===== src/rtl/temp_uart_fmt_if.sv =====
// Handshake bundle between the temperature source / UART transmitter and the ASCII formatter.
// The formatter connects through the slave modport; the source/sink side uses master.
interface temp_uart_fmt_if #(
   parameter int DATA_W = 8,
   parameter int TEMP_W = 16
) ();
   logic [TEMP_W-1:0] temp_in;
   logic              temp_vld;
   logic              rdy;
   logic [DATA_W-1:0] dout;
   logic              dout_vld;
   logic              busy;

   modport master (
      output temp_in, temp_vld, rdy,
      input  dout, dout_vld, busy
   );

   modport slave (
      input  temp_in, temp_vld, rdy,
      output dout, dout_vld, busy
   );
endinterface


===== src/rtl/temp_uart_fmt.sv =====
// Formats a 1/16 degC two's-complement sample as an 8-byte ASCII frame "sDDD.T\r\n",
// converting the integer part to BCD serially and pacing bytes on the transmitter's rdy.
module temp_uart_fmt #(
   parameter int DATA_W = 8,
   parameter int TEMP_W = 16
) (
   input logic           clk,
   input logic           rst_n,
   temp_uart_fmt_if.slave bus
);

   typedef enum logic [1:0] {StIdle, StConv, StSend} state_e;

   state_e            state_q, state_d;
   logic [3:0]        cnt_q;
   logic [2:0]        idx_q;
   logic              vld_q;
   logic              sign_q;
   logic [9:0]        bin_q;
   logic [11:0]       bcd_q;
   logic [3:0]        tenth_q;
   logic [DATA_W-1:0] dout_q;

   logic [TEMP_W-1:0] neg_in, mag;
   logic [11:0]       int_part;
   logic [3:0]        frac, tenth_c, tenth_sel;
   logic              sat;
   logic [9:0]        bin_c;
   logic [11:0]       bcd_adj;
   logic [DATA_W-1:0] byte_c;
   logic              send_fire;

   // Magnitude of 0x8000 wraps to 0x8000 itself, which the saturation below also catches.
   assign neg_in    = ~bus.temp_in + TEMP_W'(1);
   assign mag       = bus.temp_in[15] ? neg_in : bus.temp_in;
   assign int_part  = mag[15:4];
   assign frac      = mag[3:0];
   assign tenth_c   = 4'(({4'd0, frac} * 8'd10) >> 4);
   assign sat       = int_part > 12'd999;
   assign bin_c     = sat ? 10'd999 : int_part[9:0];
   assign tenth_sel = sat ? 4'd9 : tenth_c;

   always_comb begin
      bcd_adj = bcd_q;
      for (int i = 0; i < 3; i++) begin
         if (bcd_q[4*i +: 4] >= 4'd5) bcd_adj[4*i +: 4] = bcd_q[4*i +: 4] + 4'd3;
      end
   end

   always_comb begin
      byte_c = 8'h00;
      unique case (idx_q)
         3'd0: byte_c = sign_q ? 8'h2D : 8'h2B;
         3'd1: byte_c = 8'h30 + {4'd0, bcd_q[11:8]};
         3'd2: byte_c = 8'h30 + {4'd0, bcd_q[7:4]};
         3'd3: byte_c = 8'h30 + {4'd0, bcd_q[3:0]};
         3'd4: byte_c = 8'h2E;
         3'd5: byte_c = 8'h30 + {4'd0, tenth_q};
         3'd6: byte_c = 8'h0D;
         3'd7: byte_c = 8'h0A;
         default: byte_c = 8'h00;
      endcase
   end

   always_ff @(posedge clk) begin
      if (rst_n) state_q <= StIdle;
      else       state_q <= state_d;
   end

   always_comb begin
      state_d = state_q;
      unique case (state_q)
         StIdle:  if (bus.temp_vld) state_d = StConv;
         StConv:  if (cnt_q == 4'd9) state_d = StSend;
         StSend:  if (send_fire && idx_q == 3'd7) state_d = StIdle;
         default: state_d = StIdle;
      endcase
   end

   // Strobe depends combinationally on rdy so a stalled transmitter never sees a byte.
   always_comb begin
      send_fire    = (state_q == StSend) && bus.rdy && !vld_q;
      bus.dout_vld = send_fire;
      bus.busy     = (state_q != StIdle);
      bus.dout     = send_fire ? byte_c : dout_q;
   end

   always_ff @(posedge clk) begin
      if (rst_n) begin
         cnt_q   <= '0;
         idx_q   <= '0;
         vld_q   <= 1'b0;
         sign_q  <= 1'b0;
         bin_q   <= '0;
         bcd_q   <= '0;
         tenth_q <= '0;
         dout_q  <= '0;
      end else begin
         vld_q <= send_fire;
         if (state_q == StIdle && bus.temp_vld) begin
            sign_q  <= bus.temp_in[15];
            bin_q   <= bin_c;
            tenth_q <= tenth_sel;
            bcd_q   <= '0;
            cnt_q   <= '0;
            idx_q   <= '0;
         end else if (state_q == StConv) begin
            {bcd_q, bin_q} <= {bcd_adj, bin_q} << 1;
            cnt_q          <= cnt_q + 4'd1;
         end else if (send_fire) begin
            idx_q  <= idx_q + 3'd1;
            dout_q <= byte_c;
         end
      end
   end

endmodule


===== src/flat_wrapper.sv =====
// flat-port wrapper written by rule: the top's interface ports become plain ports
module temp_uart_fmt_flat 
#(
   parameter int DATA_W = 8,
   parameter int TEMP_W = 16
)
  (clk, rst_n, bus_temp_in, bus_temp_vld, bus_rdy, bus_dout, bus_dout_vld, bus_busy);
  temp_uart_fmt_if #(.DATA_W(DATA_W), .TEMP_W(TEMP_W)) bus_i ();
  input logic clk;
  input logic rst_n;
  input wire logic [$bits(bus_i.temp_in)-1:0] bus_temp_in;
  input wire logic [$bits(bus_i.temp_vld)-1:0] bus_temp_vld;
  input wire logic [$bits(bus_i.rdy)-1:0] bus_rdy;
  output wire logic [$bits(bus_i.dout)-1:0] bus_dout;
  output wire logic [$bits(bus_i.dout_vld)-1:0] bus_dout_vld;
  output wire logic [$bits(bus_i.busy)-1:0] bus_busy;
  assign bus_i.temp_in = bus_temp_in;
  assign bus_i.temp_vld = bus_temp_vld;
  assign bus_i.rdy = bus_rdy;
  assign bus_dout = bus_i.dout;
  assign bus_dout_vld = bus_i.dout_vld;
  assign bus_busy = bus_i.busy;
  temp_uart_fmt #(.DATA_W(DATA_W), .TEMP_W(TEMP_W)) u_core (.clk(clk), .rst_n(rst_n), .bus(bus_i));
endmodule

===== config.mk =====
export PLATFORM = sky130hd
export DESIGN_NAME = temp_uart_fmt_flat
export DESIGN_NICKNAME = d
export VERILOG_FILES = /design/src/rtl/temp_uart_fmt_if.sv /design/src/rtl/temp_uart_fmt.sv /design/src/flat_wrapper.sv
export SDC_FILE = /design/constraint.sdc
export NUM_CORES = 1
export LEC_CHECK = 0
export BUFFER_PORTS_ARGS = -buffer_cell sky130_fd_sc_hd__buf_2
export CELL_PAD_IN_SITES_DETAIL_PLACEMENT = 1
export CELL_PAD_IN_SITES_GLOBAL_PLACEMENT = 2
export CORE_ASPECT_RATIO = 0.8
export CORE_MARGIN = 3
export CORE_UTILIZATION = 35
export DETAILED_ROUTE_END_ITERATION = 10
export PLACE_DENSITY_LB_ADDON = 0.12
export SYNTH_ARGS = -nofsm -noshare
export SYNTH_HDL_FRONTEND = slang
export SYNTH_SLANG_ARGS = --single-unit

===== constraint.sdc =====
create_clock -name clk -period 4.2 [get_ports clk]
set_input_delay 1.26 -clock clk [delete_from_list [all_inputs] [get_ports clk]]
set_output_delay 1.26 -clock clk [all_outputs]
set_load 0.1 [all_outputs]

# == Word-level counts from Yosys, hierarchy flattened ==
# Index checks and enable logic that the tools add are counted.
# classes
div_mod_pow,0
n_bitwise,3
shifts,0
mul,1
magnitude_cmp,4
mux,15
eq_ne,13
n_reduce_logical,13
n_addsub,10
# ops
operator,n
case mux 8 bit (8 select lines),1
two-way mux 10 bit,3
adder 6 x 4 -> 7 bit (first input constant),4
adder 16 x 1 -> 16 bit (second input constant),1
two-way mux 16 bit,1
NOT 16 bit,1
equality test 3 bit (second input constant),4
>= comparator 4 x 3 -> 1 bit (second input constant),3
greater-than comparator 12 x 10 -> 1 bit (second input constant),1
two-way mux 4 bit,3
adder 4 x 2 -> 4 bit (second input constant),2
two-way mux 8 bit,1
multiplier 4 x 3 -> 7 bit (second input constant),1
equality test 3 x 2 -> 1 bit (second input constant),2
two-way mux 2 bit,3
two-way mux 3 bit,2
case mux 2 bit (3 select lines),1
adder 4 x 1 -> 4 bit (second input constant),1
equality test 4 bit (second input constant),1
logical AND 1 bit,4
inequality test 2 x 1 -> 1 bit (second input constant),2
AND reduction 2 bit,2
nonzero test 2 bit,2
adder 3 x 1 -> 3 bit (second input constant),1
11 further kinds,12
# totals
input_bits,20
latchBits,0
memories,0
elab_cells,68
rom_bits,0
ram_bits,0
register_bits,45
output_inout_bits,10

# == Longest topological paths before layout ==
# Gate-level depths: netlist of run 1.
# logic_depth
depth_word,6
ltp_mapped,10
ltp_nobuf,9

# == Worst setup path after synthesis of run 1 ==
# OpenSTA, ideal clock, no wires.
# synth_timing
path_type,input port to output port
from,input bus_rdy
to,output bus_dout[0]
path_buffers,1
required_time_ns,2.940
arrival_ns,3.723
setup_slack_ns,-0.783
cell_stages,3
cell_sequence,nor4b_1 > clkbuf_1 > a21oi_1
# synth_via
elab_chain_len,3
# synth_rtl
item,line,source
start: declaration,flat_wrapper.sv:13,input wire logic [$bits(bus_i.rdy)-1:0] bus_rdy;
logical AND 1 bit (2 in series),temp_uart_fmt.sv:82,send_fire = (state_q == StSend) && bus.rdy && !vld_q;
named net bus_dout_vld,flat_wrapper.sv:15,output wire logic [$bits(bus_i.dout_vld)-1:0] bus_dout_vld;
two-way mux 8 bit,--,
end: declaration,flat_wrapper.sv:14,output wire logic [$bits(bus_i.dout)-1:0] bus_dout;
# The timed path passes the listed nets, and every way through them passes these cells.

# == Worst setup path after layout of run 1 ==
# layout_timing
from,register u_core.idx_q[2]
to,output bus_dout[0]
# layout_via
elab_chain_len,3
elab_cells_between_ends,10
classes_between,7 x eq/ne; 2 x mux; 1 x reduce/logical
# layout_rtl
item,line,source
start: declaration,temp_uart_fmt.sv:16,logic [2:0] idx_q;
start signal: assignment,temp_uart_fmt.sv:111,idx_q <= idx_q + 3'd1;
"equality test 3 bit, or another cell as far along",temp_uart_fmt.sv:52,unique case (idx_q)
case mux 8 bit (8 select lines) *,temp_uart_fmt.sv:52,
two-way mux 8 bit *,--,
# Every way passes the cells marked *; elsewhere a longest branch is shown, timed or not. The select of a mux whose other input is x is not followed.

==> impl_metrics.csv, run 1 <==
group,metric,value,unit
layout,stdcell_area,3280,sq um
clock_network,clock_latency,0.30,ns
synthesis,synthMuxAreaShare,0.0107,
place,post-dp-hpwl,5790,um
timing,setup_viol,0,
flow_run,drv_cap,0,
floorplanning,initial_utilization,0.371,
setup_path,crit_required,2.94,ns
detailed_routing,wire_per_inst,15.9,um
clock_network,cts.hold.buffers_added,0,
hold_path,whs_path_depth,2,
grt,grt_pass1_wl,12800,um
place,gp_congestion,0.736,
grt,grt_max_degree,22,
synthesis,syn-cell-area,2820,sq um
floorplanning,num_rows,28,
timing,worst_slack,0.428,ns
layout,final_nets,412,
setup_path,arrival,2.51,ns
clock_network,post_cts_buffers,0,
layout,diodes,0,
detailed_routing,drc,0,
clock_network,cts.sinks,45,
clock_network,htreeDepth,2,
power_and_ir_drop,power.total,0.000925,W
timing,finalClockSkew,0.00828,ns
synthesis,synthSimpleGateAreaFrac,0.217,
floorplanning,core_area,7600,sq um
status,status,"finished, final reports clean",
detailed_routing,drt.antenna.violating_nets,0,
clock_network,cts.clk_slew.worst_paths,0.09,ns
setup_path,crit_path_end_kind,"output port",
timing,hold_viol,0,
timing,timing.final.max_slew_violations,0,
synthesis,synth-adder-area-share,0.0870,
clock_network,cts_resized,0,
floorplanning,die_w,106,um
synthesis,synth-warning-count,0,
timing,max_freq,0.265,GHz
detailed_routing,vias_per_cell,5.33,
clock_network,cts_root_buf,"clkbuf_8",
synthesis,async_flop_share,0,
synthesis,synth_top_family_by_area,"compound AO/OA/AOI/OAI gates",
synthesis,ys_seq_elements,45,
detailed_routing,initialDrtViolationCount,106,
timing,whs,0.475,ns
synthesis,synth_ff_type,"dfxtp_1",
synthesis,syn_nets,390,
layout,fin_util,0.431,
setup_path,worstPathCellList,"inv_1 -> ha_1 -> a211o_1 -> nor3_1 -> a221o_1 -> a311oi_1 -> a21oi_2 -> buf_12",
grt,antenna_found_initial,0,
synthesis,synth.distinct_cells,57,
detailed_routing,vias,2548,
layout,fillers,941,
hold_path,hold_path_class,"reg2reg",
timing,rsz0062_at_grt,"no",
clock_network,cts_tree,"built",
timing,relSlewSlack,0.452,
detailed_routing,drt_pass1_iterations,4,
floorplanning,die_h,86.3,um
synthesis,synth_cells,351,
power_and_ir_drop,ir_worst_vdd,0.113,mV
place,place_area,3170,sq um
floorplanning,die-area,9170,sq um
setup_path,cp_max_fo,9,
setup_path,crit_slowest_cell,"dfxtp_1",
place,port_buffers,29,
synthesis,synth_edf_count,0,
clock_network,cts_buffers,5,
timing,period_share,0.898,
floorplanning,io_pins,30,
grt,gr-usage-all-layers,0.171,
place,pre_cts_ws,0.282,ns
setup_path,reg2reg_depth,8,
synthesis,syn_avg_cell_area,8.03,sq um
clock_network,cts_buffer_depth,2,
power_and_ir_drop,power_leakage,1.27,nW
power_and_ir_drop,powerDensity,282,nW/um^2
synthesis,synth-compound-area-share,0.236,
layout,drive_gt1_frac,0.158,
timing,finalCriticalPeriod,3.77,ns
synthesis,synth_xor_area_frac,0.0746,
synthesis,yosysSeqAreaShare,0.320,
setup_path,critical_path_class,"reg2out",
setup_path,cpPeakStageDelay,0.49,ns
setup_path,startpoint_type,"register",
grt,grt-ovfl-total,0,
detailed_routing,routed_wl,7590,um
timing,worst_slew_pin_slew,0.821,ns
layout,area_growth,16.3,%
grt,first_global_vias,2573,
## power by group
group          switching [W]  internal (W)
logic              0.0000930     0.0000550
registers          0.0000113      0.000441
clock network       0.000151      0.000173
## cells in the mapped netlist, drive strengths merged (3+ instances only)
cell    instances  area, sq um
a21oi          35          183
a221oi          3         32.5
buf             4         32.5
a211oi          5         42.5
inv            18         67.6
o21ai          15         75.1
a41o            3         30.0
nand2b          7         43.8
nor2           42          165
nor3            8         40.0
a22oi           4         30.0
nand3           5         25.0
and3            3         18.8
mux2i           3         30.0
and2           10         62.6
o31ai           4         43.8
nand2          39          149
xnor2          14          123
clkbuf         15         56.3
xor2           10         87.6
a31oi           7         43.8
dfxtp          45          901
nor2b           3         18.8
ha             18          225
## area by class of cell
| cell class | instances | area [sq um] | area share |
|---|---|---|---|
| clock buffer | 5 | 68.8 | 0.0210 |
| clock inverter | 2 | 35.0 | 0.0107 |
| inverter | 18 | 67.6 | 0.0206 |
| multi-input combinational | 269 | 1790 | 0.545 |
| sequential | 45 | 901 | 0.275 |
| tap | 105 | 131 | 0.0401 |
| timing repair buffer | 34 | 288 | 0.0878 |
## layer usage
layer / track usage / share of wire
met1: 0.259 / 0.56
met2: 0.258 / 0.41
met3: 0.0298 / 0.027
met4: 0.0247 / 0.0061
met5: 0 / 0
## placed cells by master (no fill, tap or decap), drive strengths merged, types with 4 or more instances in the layout
master / count
a211oi: 5
a21oi: 35
a22oi: 4
a31oi: 7
and2: 10
buf: 34
clkbuf: 5
dfxtp: 45
ha: 18
inv: 18
nand2: 39
nand2b: 7
nand3: 5
nor2: 42
nor3: 8
o21ai: 15
o31ai: 4
xnor2: 14
xor2: 10
## path summary, 6_finish.rpt
kind / startpoint / endpoint / slack, ns
max reg2reg: u_core.idx_q[2] / u_core.dout_q[0] / 1.98
max: u_core.idx_q[2] / bus_dout[0] / 0.43
min reg2reg: u_core.sign_q / u_core.sign_q / 0.47
min: u_core.sign_q / u_core.sign_q / 0.47
## metrics by stage
step                TNS, ns  instances
global placement          0        471
floorplan            -0.147        351
global route              0        478
finish                    0        478
detailed placement        0        471
CTS                       0        478
## critical path, delay by kind of cell, from the launching register on
kind | cells | cell delay [ns]
compound gates | 4 | 0.81
fa+ha+maj | 1 | 0.30
simple gates | 1 | 0.25
buf+inv | 2 | 0.38
flops | 1 | 0.49
## state kept, by name, summed over array words and instances (netlist names)
signal,cells
u_core.sign_q,1
u_core.idx_q,3
u_core.dout_q,8
u_core.tenth_q,4
u_core.cnt_q,4
u_core.bin_q,10
u_core.bcd_q,12
u_core.state_q,2
u_core.vld_q,1
## logic make-up after synthesis
group           Yosys count
simple gates            128
mux                       3
compound gates           95
xor+xnor                 24
buf+inv                  37
fa+ha+maj                19
flops                    45
Power figures use the tool's default switching activity.
==> inputs of run 2 (changes only) <==
--- a/config.mk
+++ b/config.mk
@@ -12,6 +12,7 @@
 export CORE_MARGIN = 3
 export CORE_UTILIZATION = 35
 export DETAILED_ROUTE_END_ITERATION = 10
+export MAX_ROUTING_LAYER = met4
 export PLACE_DENSITY_LB_ADDON = 0.12
 export SYNTH_ARGS = -nofsm -noshare
 export SYNTH_HDL_FRONTEND = slang
==> run 2 against run 1 <==
Net effect: hold slack about the same; via count about the same; maximum frequency about the same; total power about the same; cell count unchanged; non-clock buffer count unchanged; sequential share of layout area unchanged; clock skew about the same; critical path depth unchanged; first-iteration DRC count up 12%; register-to-register slack about the same; critical endpoint unchanged.
==> impl_metrics.csv, run 2 (synthesized netlist as in run 1, its figures left out) <==
group,metric,value,unit
layout,regMostFlops,"u_core.bcd_q",
setup_path,arrival,2.51,ns
clock_network,htreeDepth,2,
detailed_routing,vias,2549,
setup_path,crit_path_end_kind,"output port",
timing,worst_slew_pin_slew,0.821,ns
grt,grt_pass1_wl,12800,um
setup_path,critPathTopFamily,"compound AO/OA/AOI/OAI gates",
clock_network,post_cts_buffers,0,
setup_path,startpoint_type,"register",
timing,max_freq,0.265,GHz
setup_path,cp_max_fo,9,
layout,stdcell_area,3280,sq um
detailed_routing,drt_pass1_iterations,4,
clock_network,clock_latency,0.30,ns
timing,finalClockSkew,0.00814,ns
floorplanning,die_h,86.3,um
clock_network,cts_resized,0,
clock_network,cts_root_buf,"clkbuf_8",
floorplanning,io_pins,30,
place,gp_congestion,0.745,
setup_path,cpPeakStageDelay,0.49,ns
power_and_ir_drop,power.total,0.000925,W
place,pre_cts_ws,0.282,ns
detailed_routing,drc,0,
timing,finalCriticalPeriod,3.77,ns
place,place_area,3170,sq um
layout,drive_gt1_frac,0.158,
grt,first_global_vias,2572,
setup_path,crit_slowest_cell,"dfxtp_1",
timing,rsz0062_at_grt,"no",
grt,grt-ovfl-total,0,
layout,mostFrequentLayoutCell,"dfxtp_1",
floorplanning,die-area,9170,sq um
detailed_routing,drt.antenna.violating_nets,0,
place,port_buffers,29,
timing,relSlewSlack,0.452,
timing,timing.final.max_slew_violations,0,
grt,grt_max_degree,22,
clock_network,cts.sinks,45,
layout,diodes,0,
layout,top_regs,"u_core.bcd_q x12, u_core.bin_q x10, u_core.dout_q x8",
setup_path,worstPathCellList,"inv_1 -> ha_1 -> a211o_1 -> nor3_1 -> a221o_1 -> a311oi_1 -> a21oi_2 -> buf_12",
detailed_routing,routed_wl,7600,um
setup_path,crit_required,2.94,ns
layout,area_growth,16.3,%
floorplanning,initial_utilization,0.371,
detailed_routing,vias_per_cell,5.33,
floorplanning,num_rows,28,
floorplanning,die_w,106,um
timing,period_share,0.898,
layout,final_cell_mix,"45 x dfxtp_1, 41 x nor2_1, 37 x nand2_1",
detailed_routing,wire_per_inst,15.9,um
status,status,"finished, final reports clean",
clock_network,cts_tree,"built",
timing,worst_slack,0.428,ns
place,post-dp-hpwl,5790,um
clock_network,cts.clk_slew.worst_paths,0.09,ns
flow_run,drv_cap,0,
hold_path,hold_path_class,"reg2reg",
timing,hold_viol,0,
floorplanning,core_area,7600,sq um
setup_path,critical_path_class,"reg2out",
clock_network,cts_buffer_depth,2,
power_and_ir_drop,powerDensity,282,nW/um^2
clock_network,cts.hold.buffers_added,0,
timing,setup_viol,0,
grt,gr-usage-all-layers,0.176,
detailed_routing,initialDrtViolationCount,119,
grt,antenna_found_initial,0,
power_and_ir_drop,power_leakage,1.27,nW
layout,final_nets,412,
clock_network,cts_buffers,5,
power_and_ir_drop,ir_worst_vdd,0.113,mV
layout,largest_reg_flops,12,
setup_path,worst-path-buf-inv,2,
==> run 2: cell counts in the layout (fill, tap and decap cells not counted) <==
Identical to the previous run, type by type.
==> run 2: cell type report <==
| class | instances | area [sq um] |
|---|---|---|
| Clock inverter | 2 | 35.0 |
| Inverter | 18 | 67.6 |
| Sequential cell | 45 | 901 |
| Fill cell | 941 | 4320 |
| Tap cell | 105 | 131 |
| Timing Repair Buffer | 34 | 288 |
| Clock buffer | 5 | 68.8 |
| Multi-Input combinational cell | 269 | 1790 |
==> run 2: power by group <==
| part | leakage [nW] | switching (W) | internal, W |
|---|---|---|---|
| Sequential | 0.366 | 0.0000113 | 0.000441 |
| Combinational | 0.850 | 0.0000931 | 0.0000550 |
| Clock | 0.0540 | 0.000151 | 0.000173 |
| Total | 1.27 | 0.000255 | 0.000669 |
==> run 2: layer usage <==
layer	GRT usage	vias to the layer above	wire length (um)
met1	0.259	1240	4290
li1	-	1276	-
met4	0.0247	0	45
met5	-	-	0
met2	0.258	26	3090
met3	0.0298	7	177
==> run 2: through the flow <==
step / hold slack (ns) / util / TNS [ns] / instances
3_3_place_gp: 0.452 / 0.418 / 0 / 471
5_1_grt: 0.495 / 0.431 / 0 / 478
2_1_floorplan: 0.432 / - / -0.147 / 351
3_5_place_dp: 0.458 / 0.418 / 0 / 471
6_report: 0.474 / 0.431 / 0 / 478
4_1_cts: 0.474 / 0.431 / 0 / 478
==> run 2: worst paths after layout <==
path	from	cells after the start	slack, ns	to
hold reg to reg	u_core.sign_q	2	0.47	u_core.sign_q
setup / recovery	u_core.idx_q[2]	8	0.43	bus_dout[0]
hold / removal	u_core.sign_q	2	0.47	u_core.sign_q
setup reg to reg	u_core.idx_q[2]	8	1.98	u_core.dout_q[0]
==> run 2: worst register-to-register path: stages, from the launching register on <==
cell and delay [ns]:
dfxtp_1 0.49, inv_1 0.18, ha_1 0.30, a211o_1 0.32, nor3_1 0.25, a221o_1 0.19, a311oi_1 0.07, a21oi_2 0.23
and2_1 0.15
